$ cat config.mk
export PLATFORM = sky130hd
export DESIGN_NAME = ham_scan_ctrl_flat
export DESIGN_NICKNAME = d
export VERILOG_FILES = /design/src/rtl/ham_scan_pkg.sv /design/src/rtl/ham_scan_ctrl_if.sv /design/src/rtl/ham_scan_ctrl_popcount.sv /design/src/rtl/ham_scan_ctrl.sv /design/src/flat_wrapper.sv
export SDC_FILE = /design/constraint.sdc
export NUM_CORES = 1
export LEC_CHECK = 0
export BUFFER_PORTS_ARGS = -buffer_cell sky130_fd_sc_hd__buf_2
export CORE_MARGIN = 2
export CORE_UTILIZATION = 40
export CTS_CLUSTER_DIAMETER = 100
export DETAILED_ROUTE_END_ITERATION = 10
export REMOVE_ABC_BUFFERS = 1
export SYNTH_ARGS = -nofsm -noshare
export SYNTH_HDL_FRONTEND = slang
export SYNTH_SLANG_ARGS = --single-unit
$ cat constraint.sdc
create_clock -name CLK -period 4.55 [get_ports CLK]
set_clock_uncertainty 0.1 [all_clocks]
set_input_delay 1.365 -clock CLK [delete_from_list [all_inputs] [get_ports CLK]]
set_output_delay 1.365 -clock CLK [all_outputs]
set_load 0.005 [all_outputs]
$ cat src/rtl/ham_scan_pkg.sv
// Shared types and constants for the Hamming-distance scan sequencer.
// Contents: state enum, distance-width helper, default placement constants.
package ham_scan_pkg;

    typedef enum logic [2:0] {
        IDLE,
        LOAD_I,
        CMP,
        WRITE,
        DONE
    } state_t;

    localparam int BASE_DEF        = 128;
    localparam int COUNT_DEF       = 20;
    localparam int RESULT_ADDR_DEF = 127;

    // Bits needed to hold a distance in 0..dw.
    function automatic int hw_of(input int dw);
        return $clog2(dw + 1);
    endfunction

endpackage

$ cat src/rtl/ham_scan_ctrl_if.sv
// Data-memory port owned by the scan sequencer while it is busy.
// Signals: MemAddr, MemWrEn, MemWrData (sequencer -> memory),
//          MemRdData (memory -> sequencer, combinational read).
// Modports: master = sequencer side, slave = memory side.
interface ham_scan_ctrl_if #(
    parameter int AW = 8,
    parameter int DW = 8
) ();
    logic [AW-1:0] MemAddr;
    logic [DW-1:0] MemRdData;
    logic          MemWrEn;
    logic [DW-1:0] MemWrData;

    modport master (
        output MemAddr,
        output MemWrEn,
        output MemWrData,
        input  MemRdData
    );

    modport slave (
        input  MemAddr,
        input  MemWrEn,
        input  MemWrData,
        output MemRdData
    );
endinterface

$ cat src/rtl/ham_scan_ctrl_popcount.sv
// ham_popcount: combinational Hamming distance between two DW-bit words.
// Ports: a, b (DW bits in), cnt (hw_of(DW) bits out) = popcount(a ^ b).
module ham_popcount
    import ham_scan_pkg::*;
#(
    parameter int DW = 8
) (
    input  logic [DW-1:0]          a,
    input  logic [DW-1:0]          b,
    output logic [hw_of(DW)-1:0]   cnt
);
    localparam int HW = hw_of(DW);

    logic [DW-1:0] diff;

    assign diff = a ^ b;

    always_comb begin
        cnt = '0;
        for (int k = 0; k < DW; k++) begin
            cnt = cnt + HW'(diff[k]);
        end
    end
endmodule

$ cat src/rtl/ham_scan_ctrl.sv
// ham_scan_ctrl: scans COUNT bytes at BASE, finds the maximum pairwise
// Hamming distance over all pairs i<j and writes it, zero-extended, to
// RESULT_ADDR. Owns the memory port while Busy=1.
// Ports: CLK, Reset (async, active-high), Start (pulse, seen in IDLE/DONE),
//        mem (ham_scan_ctrl_if.master), Busy, Done, MaxHam, IdxI, IdxJ.
// Optional macro HAM_SCAN_EARLY_EXIT_EN: stop scanning once a pair at the
// full distance DW is found (same result, shorter latency).
//
// state  | meaning
// IDLE   | waiting for Start after reset
// LOAD_I | read operand i into A
// CMP    | compare A with operand j, track first strict maximum
// WRITE  | one-cycle write of the result to RESULT_ADDR
// DONE   | result held, Done=1, waiting for Start
module ham_scan_ctrl
    import ham_scan_pkg::*;
#(
    parameter int BASE        = BASE_DEF,
    parameter int COUNT       = COUNT_DEF,
    parameter int RESULT_ADDR = RESULT_ADDR_DEF,
    parameter int AW          = 8,
    parameter int DW          = 8
) (
    input  logic                   CLK,
    input  logic                   Reset,
    input  logic                   Start,
    ham_scan_ctrl_if.master        mem,
    output logic                   Busy,
    output logic                   Done,
    output logic [hw_of(DW)-1:0]   MaxHam,
    output logic [AW-1:0]          IdxI,
    output logic [AW-1:0]          IdxJ
);
    localparam int            HW     = hw_of(DW);
    localparam logic [AW-1:0] BASE_A = AW'(BASE);
    localparam logic [AW-1:0] RES_A  = AW'(RESULT_ADDR);
    // Index of the last operand; unused for COUNT<2 since that path skips the scan.
    localparam logic [AW-1:0] LAST   = AW'((COUNT < 2) ? 0 : COUNT - 1);

    if ((COUNT < 0) || (COUNT > 255) || (BASE + COUNT - 1 > (1 << AW) - 1)) begin : g_range_err
        $error("ham_scan_ctrl: operand block BASE..BASE+COUNT-1 does not fit the address space");
    end

    state_t        state;
    logic [AW-1:0] i;
    logic [AW-1:0] j;
    logic [DW-1:0] a;
    logic [HW-1:0] d;
    logic          upd;
    logic [HW-1:0] max_nx;
    logic          early_exit;

    ham_popcount #(.DW(DW)) u_popcount (
        .a   (a),
        .b   (mem.MemRdData),
        .cnt (d)
    );

    // Strictly greater keeps the earliest pair on ties.
    assign upd    = (d > MaxHam);
    assign max_nx = upd ? d : MaxHam;

`ifdef HAM_SCAN_EARLY_EXIT_EN
    assign early_exit = (max_nx == HW'(DW));
`else
    assign early_exit = 1'b0;
`endif

    always_ff @(posedge CLK or posedge Reset) begin
        if (Reset) begin
            state         <= IDLE;
            mem.MemAddr   <= '0;
            mem.MemWrEn   <= 1'b0;
            mem.MemWrData <= '0;
            Busy          <= 1'b0;
            Done          <= 1'b0;
            MaxHam        <= '0;
            IdxI          <= BASE_A;
            IdxJ          <= BASE_A;
            i             <= '0;
            j             <= '0;
            a             <= '0;
        end else begin
            mem.MemWrEn <= 1'b0;
            case (state)
                IDLE, DONE: begin
                    if (Start) begin
                        Done   <= 1'b0;
                        Busy   <= 1'b1;
                        MaxHam <= '0;
                        IdxI   <= BASE_A;
                        IdxJ   <= BASE_A;
                        i      <= '0;
                        if (COUNT < 2) begin
                            state         <= WRITE;
                            mem.MemAddr   <= RES_A;
                            mem.MemWrEn   <= 1'b1;
                            mem.MemWrData <= '0;
                        end else begin
                            state       <= LOAD_I;
                            mem.MemAddr <= BASE_A;
                        end
                    end
                end
                LOAD_I: begin
                    a           <= mem.MemRdData;
                    j           <= i + AW'(1);
                    mem.MemAddr <= BASE_A + i + AW'(1);
                    state       <= CMP;
                end
                CMP: begin
                    if (upd) begin
                        MaxHam <= d;
                        IdxI   <= BASE_A + i;
                        IdxJ   <= BASE_A + j;
                    end
                    if (early_exit || ((j == LAST) && (i + AW'(1) == LAST))) begin
                        state         <= WRITE;
                        mem.MemAddr   <= RES_A;
                        mem.MemWrEn   <= 1'b1;
                        mem.MemWrData <= DW'(max_nx);
                    end else if (j != LAST) begin
                        j           <= j + AW'(1);
                        mem.MemAddr <= BASE_A + j + AW'(1);
                    end else begin
                        i           <= i + AW'(1);
                        mem.MemAddr <= BASE_A + i + AW'(1);
                        state       <= LOAD_I;
                    end
                end
                WRITE: begin
                    state <= DONE;
                    Busy  <= 1'b0;
                    Done  <= 1'b1;
                end
                default: state <= IDLE;
            endcase
        end
    end
endmodule

$ cat src/flat_wrapper.sv
// flat-port wrapper written by rule: the top's interface ports become plain ports
module ham_scan_ctrl_flat import ham_scan_pkg::*;
#(
    parameter int BASE        = BASE_DEF,
    parameter int COUNT       = COUNT_DEF,
    parameter int RESULT_ADDR = RESULT_ADDR_DEF,
    parameter int AW          = 8,
    parameter int DW          = 8
)
  (CLK, Reset, Start, Busy, Done, MaxHam, IdxI, IdxJ, mem_MemAddr, mem_MemWrEn, mem_MemWrData, mem_MemRdData);
  ham_scan_ctrl_if #(.AW(AW), .DW(DW)) mem_i ();
  input  logic CLK;
  input  logic Reset;
  input  logic Start;
  output logic Busy;
  output logic Done;
  output logic [hw_of(DW)-1:0] MaxHam;
  output logic [AW-1:0] IdxI;
  output logic [AW-1:0] IdxJ;
  output wire logic [$bits(mem_i.MemAddr)-1:0] mem_MemAddr;
  output wire logic [$bits(mem_i.MemWrEn)-1:0] mem_MemWrEn;
  output wire logic [$bits(mem_i.MemWrData)-1:0] mem_MemWrData;
  input wire logic [$bits(mem_i.MemRdData)-1:0] mem_MemRdData;
  assign mem_MemAddr = mem_i.MemAddr;
  assign mem_MemWrEn = mem_i.MemWrEn;
  assign mem_MemWrData = mem_i.MemWrData;
  assign mem_i.MemRdData = mem_MemRdData;
  ham_scan_ctrl #(.BASE(BASE), .COUNT(COUNT), .RESULT_ADDR(RESULT_ADDR), .AW(AW), .DW(DW)) u_core (.CLK(CLK), .Reset(Reset), .Start(Start), .mem(mem_i), .Busy(Busy), .Done(Done), .MaxHam(MaxHam), .IdxI(IdxI), .IdxJ(IdxJ));
endmodule
### Word level (Yosys, flattened, before mapping)

Cells that the tools add are included.
W data, S select, Z words.

| cells by class | value |
|---|---|
| add/subtract/negate cells | 13 |
| eq/ne operators | 13 |
| magnitude comparators | 1 |
| bitwise logic cells | 1 |
| reduce and logical (&&, ||, !) cells | 15 |
| mux-type cells | 28 |

Operators with widths:

| operator | count |
|---|---|
| $mux W8 | 10 |
| $pmux W8 S2 | 4 |
| $add A8 B1 Y8 const B | 4 |
| $pmux W8 S3 | 1 |
| $add A4 B1 Y4 | 4 |
| $add A8 B8 Y8 const A | 2 |
| $eq A8 B5 Y1 const B | 2 |
| $pmux W3 S4 | 1 |
| $reduce_and A2 Y1 | 5 |
| $mux W3 | 3 |
| $mux W4 | 2 |
| $ne A8 B5 Y1 const B | 1 |
| $pmux W4 S2 | 1 |
| $xor A8 B8 Y8 | 1 |
| $eq A3 B2 Y1 const B | 2 |
| $ne A2 B2 Y1 const B | 3 |
| $reduce_and A3 Y1 | 2 |
| $reduce_bool A2 Y1 | 3 |
| $add A3 B1 Y4 | 1 |
| $gt A4 B4 Y1 | 1 |
| $mux W1 | 4 |
| $ne A2 B1 Y1 const B | 2 |
| $pmux W1 S2 | 2 |
| $reduce_and A4 Y1 | 1 |
| 9 further kinds | 9 |

| word-level totals | value |
|---|---|
| register bits after elaboration | 62 |
| bits of input ports | 11 |

### Logic depth before layout (Yosys ltp)

Gate-level depths: netlist (run 1).

| logic depth | value |
|---|---|
| depth after elaboration | 11 |
| gate-level depth with buffers | 16 |

### Cells and area by module

Synthesis (run 1) repeated with hierarchy kept, for this count alone.

| unflattened totals | value |
|---|---|
| cells, all modules | 387 |
| area total of the unflattened synthesis | 3502.1 um^2 |

Modules (own cells, without submodules):

| module | seq. area each (um^2) | cells an instance | instances | area each (um^2) |
|---|---|---|---|---|
| ham_scan_ctrl | 1554.0 | 361 | 1 | 3264.4 |
| ham_popcount | 0.0 | 26 | 1 | 237.7 |

### Worst setup path before layout (run 1)

No wires, ideal clock.

| timing path | value |
|---|---|
| path kind | input to register |
| start point | input mem_MemRdData[0] |
| end point | register u_core.mem.MemWrData[0] |
| data arrival time | 5.599 ns |
| data required time | 4.325 ns |
| path slack | -1.274 ns |
| stages on the path | 15 |
| cell sequence | xor2_1 fa_1 fa_1 inv_1 fa_1 inv_1 ha_1 fa_1 ha_1 nor2b_1 o21a_1 o21a_1 o21ai_0 mux2_2 mux2_4 |

| between the ends | value |
|---|---|
| cells in the longest elaborated chain, start to end | 10 |

RTL lines:

| element | RTL line | RTL |
|---|---|---|
| start: declaration | flat_wrapper.sv:23 | `input wire logic [$bits(mem_i.MemRdData)-1:0] mem_MemRdData;` |
| $xor A8 B8 Y8 * | ham_scan_ctrl_popcount.sv:16 | `assign diff = a ^ b;` |
| $add A1 B1 Y2 * | ham_scan_ctrl_popcount.sv:21 | `cnt = cnt + HW'(diff[k]);` |
| $add A2 B1 Y3 * | ham_scan_ctrl_popcount.sv:21 |  |
| $add A3 B1 Y4 * | ham_scan_ctrl_popcount.sv:21 |  |
| $add A4 B1 Y4 * (4 in series) | ham_scan_ctrl_popcount.sv:21 |  |
| $gt A4 B4 Y1 | ham_scan_ctrl.sv:60 | `assign upd = (d > MaxHam);` |
| $mux W4 * | -- |  |
| end signal: assignment | ham_scan_ctrl.sv:121 | `mem.MemWrData <= DW'(max_nx);` |
| end: declaration | ham_scan_ctrl_if.sv:17 | `output MemWrData,` |

Every way passes the cells marked *; elsewhere a longest branch is shown, timed or not.
A chain may end at the register's enable or synchronous reset.

### Final worst setup path (run 1)

Same ends and word-level chain as after synthesis.

==> results of run 1 <==
-- final cells by class --
class	instances	area, sq um
Timing Repair Buffer	61	382
Clock buffer	13	169
Fill cell	784	4110
Clock inverter	3	65.1
Tap cell	105	131
Sequential cell	62	1550
Inverter	16	60.1
Multi-Input combinational cell	274	1750
-- state kept, by name, summed over array words and instances, names as in the netlist, 3 cells and up --
name and count:
u_core.j 8, u_core.MaxHam 4, u_core.i 8, u_core.IdxI 8, u_core.mem.MemWrData 4, u_core.mem.MemAddr 8
u_core.state 3, u_core.IdxJ 8, u_core.a 8
-- path summary, 6_finish.rpt --
check	start	to	slack, ps	cells after the start
setup reg to reg	u_core.a[1]	u_core.mem.MemWrData[0]	-140	16
hold / removal	u_core.j[7]	u_core.IdxJ[7]	390	1
max in group asynchronous	Reset	u_core.mem.MemAddr[7]	2400	3
hold reg to reg	u_core.j[7]	u_core.IdxJ[7]	390	1
min in group asynchronous	Reset	u_core.IdxJ[4]	1150	2
setup / recovery	mem_MemRdData[0]	u_core.mem.MemWrData[0]	-820	17
-- cells by family (layout without fill, tap and decap cells) --
logic type / after synthesis / in the layout
adders and majority gates: 14 / 14
buffers and inverters: 37 / 93
xor gates and xnor gates: 22 / 22
other: 1 / 4
AOI/OAI and AO/OA: 74 / 74
and+or+nand+nor: 149 / 149
DFF: 62 / 62
muxes: 11 / 11
-- metal layers --
metal	track usage	vias to the layer above	share of wire	wire length, um
met4	0.0762	0	0.020	159
met1	0.229	1305	0.45	3480
met5	0	-	0	0
met2	0.308	63	0.48	3740
li1	-	1342	-	-
met3	0.0509	13	0.049	379
-- stage by stage --
| step | setup TNS, ps | util | hold WS (ps) | std cells | power (W) |
|---|---|---|---|---|---|
| floorplan | -24910 | - | 353 | 352 | 0.00121 |
| global placement | -28220 | 0.455 | 359 | 516 | 0.00155 |
| detailed placement | -29780 | 0.455 | 372 | 516 | 0.00158 |
| CTS | -17680 | 0.497 | 395 | 534 | 0.00237 |
| global route | -19770 | 0.500 | 426 | 534 | 0.00258 |
| finish | -16070 | 0.500 | 388 | 534 | 0.00240 |
-- cells in the final DEF (no fill, tap or decap), types with 7 or more instances in the layout --
cell type  count
nand2_1       78
dfrtp_1       60
buf_2         43
nor2_1        33
o21ai_0       25
inv_1         14
a21oi_1       14
buf_4         13
clkbuf_8      12
xnor2_1       11
xor2_1         9
nand3_1        8
ha_1           8
a31oi_1        7
-- power breakdown --
part	internal (W)	leakage (nW)	switching [W]
registers	0.000634	0.752	0.0000394
logic	0.000607	1.16	0.000557
clock network	0.000353	0.120	0.000214
-- timing repair --
item | CTS | global route
pin swaps | 9 | 3
gates resized for setup | 22 | 9
setup endpoints to repair | 24 | 24
setup buffers | 2 | 1
==> flow_summary_export.csv, run 1 <==
group,metric,value,unit
setup_path,path_class,"primary input to flip-flop",
yosys,synth_edf_count,0,
cts,htreeDepth,3,
drt,wl,7.76,mm
drt,antenna_left,0,
grt,antenna_found_initial,0,
yosys,yosysWarnings,0,
yosys,synth_fa_ha_area_frac,0.0608,
drt,viasPerCell,5.10,
run_status,status,"complete, but fails checks",
sta,rsz0062_at_grt,"yes",
drt,initialDrtViolationCount,125,
floorplan,die_w,95.9,um
yosys,syn_area,0.00338,sq mm
yosys,synth-simple-area-share,0.199,
cts,clk_pin_slew,70,ps
yosys,synth_xor_area_frac,0.0571,
setup_path,cp.arrival,5490,ps
yosys,yosysTopAreaCell,"dfrtp_1",
cts,cts_buffers,9,
yosys,synth_top_family_by_area,"simple AND/OR/NAND/NOR gates",
worst_hold_path,hp-class,"flip-flop to flip-flop",
setup_path,worst-path-buf-inv,4,
grt,grt.overflow.total,0,
yosys,synth-async-reset-ratio,1.00,
floorplan,fp.dieArea,0.00919,sq mm
setup_path,end_kind,"flip-flop",
yosys,synth_top_cells_by_count,"79 x nand2_1, 60 x dfrtp_1, 33 x nor2_1",
yosys,synth_top_area_share,0.445,
yosys,synth_compound_area_frac,0.134,
grt,grt_max_degree,48,
setup_path,path_max_fanout,4,
grt,grt_pass1_wl,13.1,mm
layout,postLayoutCellArea,0.00411,sq mm
floorplan,num_rows,33,
floorplan,start_util,0.411,
placed_design,gp_congestion,0.924,
grt,grt_pass1_vias,2749,
sta,fin_crit_sh,1.18,
cts,clockRootBuffer,"clkbuf_8",
sta,fin_crit,5370,ps
yosys,yosysMostFrequentCell,"nand2_1",
setup_path,crit_family,"adder cells",
yosys,synth_flop_cell,"dfrtp_1",
grt,track_usage,0.186,
setup_path,critPathMaxStageDelay,550,ps
cts,cts.path.max_buffers,2,
run,drv_cap,0,
sta,setup_viol,24,
sta,fin_ws,-815,ps
placed_design,portBuffers,45,
sta,hold_viol,0,
setup_path,crit_path_frequent_cell,"fa_1",
yosys,synthMuxAreaShare,0.0382,
placed_design,dpl_cell_area,0.00374,sq mm
sta,slew_violations,0,
cts,clkLatencyLatePin,340,ps
yosys,ys_seq_area_frac,0.460,
power_and_ir_drop,p_per_area,585,mW/mm^2
layout,syn2layout_area_growth,21.8,%
setup_path,worst_setup_path_start_kind,"primary input",
setup_path,path_cells,"buf_2, xor2_1, fa_1, fa_1, inv_2, fa_1, inv_1, ha_2, fa_1, ha_4, nor2b_4, o21a_1, o21a_1, o21ai_1, buf_4, mux2_4, mux2_4",
layout,antenna_cells,0,
sta,worst_pin_slew,1000,ps
layout,nNetsFinal,449,
yosys,synth_cells,370,
yosys,synth_area_leaders,"dfrtp_1 44%, nand2_1 8.8%, o21ai_0 4.4%",
floorplan,coreArea,0.00822,sq mm
yosys,yosysUniqueCellTypes,52,
sta,fmax,186,MHz
yosys,ys_ff_latch,62,
drt,wl_per_cell,14.5,um
placed_design,dp_hpwl,5.53,mm
cts,cts_tree,"built",
drt,vias,2723,
drt,drc_errors,0,
layout,drive_gt1_frac,0.240,
cts,cts_sinks,62,
cts,hold_buffers,0,
power_and_ir_drop,vdd_drop_max,0.000421,V
drt,drtPass1Iterations,4,
floorplan,die_y,95.9,um
sta,relSlewSlack,0.328,
setup_path,cp_data_required_time,4680,ps
placed_design,place_worst_setup_slack,-1410,ps
run_status,violations,"negative setup slack",
yosys,synth.avg_cell_area,9.12,sq um
floorplan,num_io_pins,50,
power_and_ir_drop,p_leak,2.03,nW
setup_path,slowest_stage,"fa_1",
No activity file was read; power rests on OpenSTA's default activity.
==> run 2, diff against run 1 <==
Settings changed: PLACE_DENSITY set to 0.61, SLEW_MARGIN set to 10.
==> flow_summary_export.csv, run 2 (synthesized netlist as in run 1, its figures left out) <==
group,metric,value,unit
power_and_ir_drop,switching_share,0.366,
layout,drive_gt1_frac,0.310,
worst_hold_path,hold_end,"u_core.mem.MemWrData[2]",
floorplan,fp.dieArea,0.00919,sq mm
drt,vias,2809,
setup_path,r2r_slack,-210,ps
sta,slew_violations,0,
worst_hold_path,hp-class,"flip-flop to flip-flop",
layout,nNetsFinal,456,
run,drv_cap,0,
drt,wl,8.53,mm
sta,setup_viol,24,
cts,cts_buffers,9,
sta,relSlewSlack,0.301,
drt,antenna_left,0,
cts,hold_buffers,0,
power_and_ir_drop,clkPwrFrac,0.163,
placed_design,place_worst_setup_slack,-1430,ps
run_status,status,"complete, but fails checks",
floorplan,num_io_pins,50,
power_and_ir_drop,seq_power_share,0.220,
placed_design,portBuffers,45,
cts,cts_tree,"built",
power_and_ir_drop,internal-power,0.00195,W
grt,grt_max_degree,51,
grt,grt_pass1_vias,2868,
setup_path,r2r_cells,16,
power_and_ir_drop,p_leak,2.13,nW
drt,viasPerCell,5.19,
sta,worst_pin_slew,1050,ps
sta,fin_ws,-832,ps
worst_hold_path,worst_hold_path.num_cells,2,
drt,initialDrtViolationCount,137,
sta,rsz0062_at_grt,"yes",
setup_path,path_max_fanout,6,
layout,mostFrequentLayoutCell,"nand2_1",
cts,cts.path.max_buffers,2,
cts,cts_sinks,62,
setup_path,cp_data_required_time,4710,ps
power_and_ir_drop,combPwrFrac,0.618,
cts,clockRootBuffer,"clkbuf_8",
power_and_ir_drop,p_per_area,711,mW/mm^2
floorplan,num_rows,33,
floorplan,start_util,0.411,
cts,clkLatencyLatePin,340,ps
run_status,violations,"negative setup slack",
floorplan,coreArea,0.00822,sq mm
sta,fin_crit_sh,1.18,
worst_hold_path,hold_start,"u_core.mem.MemWrData[2]",
setup_path,cp.arrival,5540,ps
grt,antenna_found_initial,0,
placed_design,gp_congestion,0.862,
layout,syn2layout_area_growth,28.1,%
floorplan,die_y,95.9,um
drt,drtPass1Iterations,4,
setup_path,r2r_end,"u_core.MaxHam[3]",
power_and_ir_drop,vdd_drop_max,0.000405,V
layout,antenna_cells,0,
setup_path,end_kind,"flip-flop",
setup_path,path_class,"primary input to flip-flop",
drt,drc_errors,0,
cts,htreeDepth,3,
layout,most-common-layout-cells,"63 x nand2_1, 60 x dfrtp_1, 42 x buf_2, 33 x nor2_1, 15 x buf_4",
sta,fin_crit,5380,ps
drt,wl_per_cell,15.8,um
setup_path,reg2reg_from,"u_core.a[3]",
sta,fin_worst_hold_slack,386,ps
cts,clk_pin_slew,70,ps
sta,hold_viol,0,
grt,track_usage,0.201,
placed_design,dp_hpwl,5.54,mm
setup_path,worst_setup_path_start_kind,"primary input",
grt,grt_pass1_wl,13.9,mm
power_and_ir_drop,switchingPower,0.00112,W
floorplan,die_w,95.9,um
sta,fmax,186,MHz
layout,fin_util,0.526,
grt,grt.overflow.total,0,
run 2: how the worst max path moves through the flow:
stage                     startpoint                       to  slack, ps  cells past startpoint
floorplan           mem_MemRdData[0]  u_core.mem.MemWrData[0]      -1270                     15
global placement    mem_MemRdData[0]  u_core.mem.MemWrData[0]      -1330                     17
detailed placement  mem_MemRdData[0]  u_core.mem.MemWrData[0]      -1430                     17
CTS                 mem_MemRdData[3]  u_core.mem.MemWrData[0]       -860                     17
global route        mem_MemRdData[3]  u_core.mem.MemWrData[0]       -920                     17
finish              mem_MemRdData[3]         u_core.MaxHam[3]       -830                     17
run 2: per-layer routing:
metal,track usage,up-vias,wire length (um)
li1,-,1361,-
met1,0.251,1357,3750
met2,0.333,70,4210
met3,0.0540,21,371
met4,0.0750,0,199
met5,0,-,0
run 2: final cells by class:
type,count,area (sq um)
fill,804,3890
multi-input combinational,274,1870
sequential,62,1550
timing repair buffer,68,508
clock buffer,12,155
tap,105,131
inverter,16,60.1
clock inverter,4,45.0
run 2: metrics by stage:
stage	total power [W]	instances	setup TNS (ps)	cell area (sq um)
3_5_place_dp	0.00161	517	-30290	3750
6_report	0.00307	541	-18590	4320
4_1_cts	0.00316	541	-19390	4290
5_1_grt	0.00327	541	-20590	4320
3_3_place_gp	0.00157	517	-28290	3750
2_1_floorplan	0.00121	352	-24910	3280
run 2: what timing repair did:
action | in CTS | in global routing
resized for setup | 65 | 19
setup buffers | 4 | 3
endpoints found under the setup margin | 24 | 24
cloned | 4 | 0
pin swaps | 15 | 4
run 2: power by group through the flow:
stage / sequential (W) / clock [W] / combinational [W]
final: 0.000675 / 0.000500 / 0.00190
after global routing: 0.000684 / 0.000537 / 0.00205
after CTS: 0.000675 / 0.000512 / 0.00198
after detailed placement: 0.000681 / 0 / 0.000927
after global placement: 0.000680 / 0 / 0.000890
after floorplan: 0.000681 / 0 / 0.000532
run 2: worst max-delay path, stage by stage:
cell and delay, ps:
buf_8 100, xor2_4 140, fa_1 500, fa_1 520, inv_2 40, fa_1 470
inv_1 40, ha_2 190, fa_1 540, ha_4 220, nor2b_4 120, o21a_1 200
o21a_1 230, buf_4 150, o211a_4 330, buf_8 170, o31ai_2 210
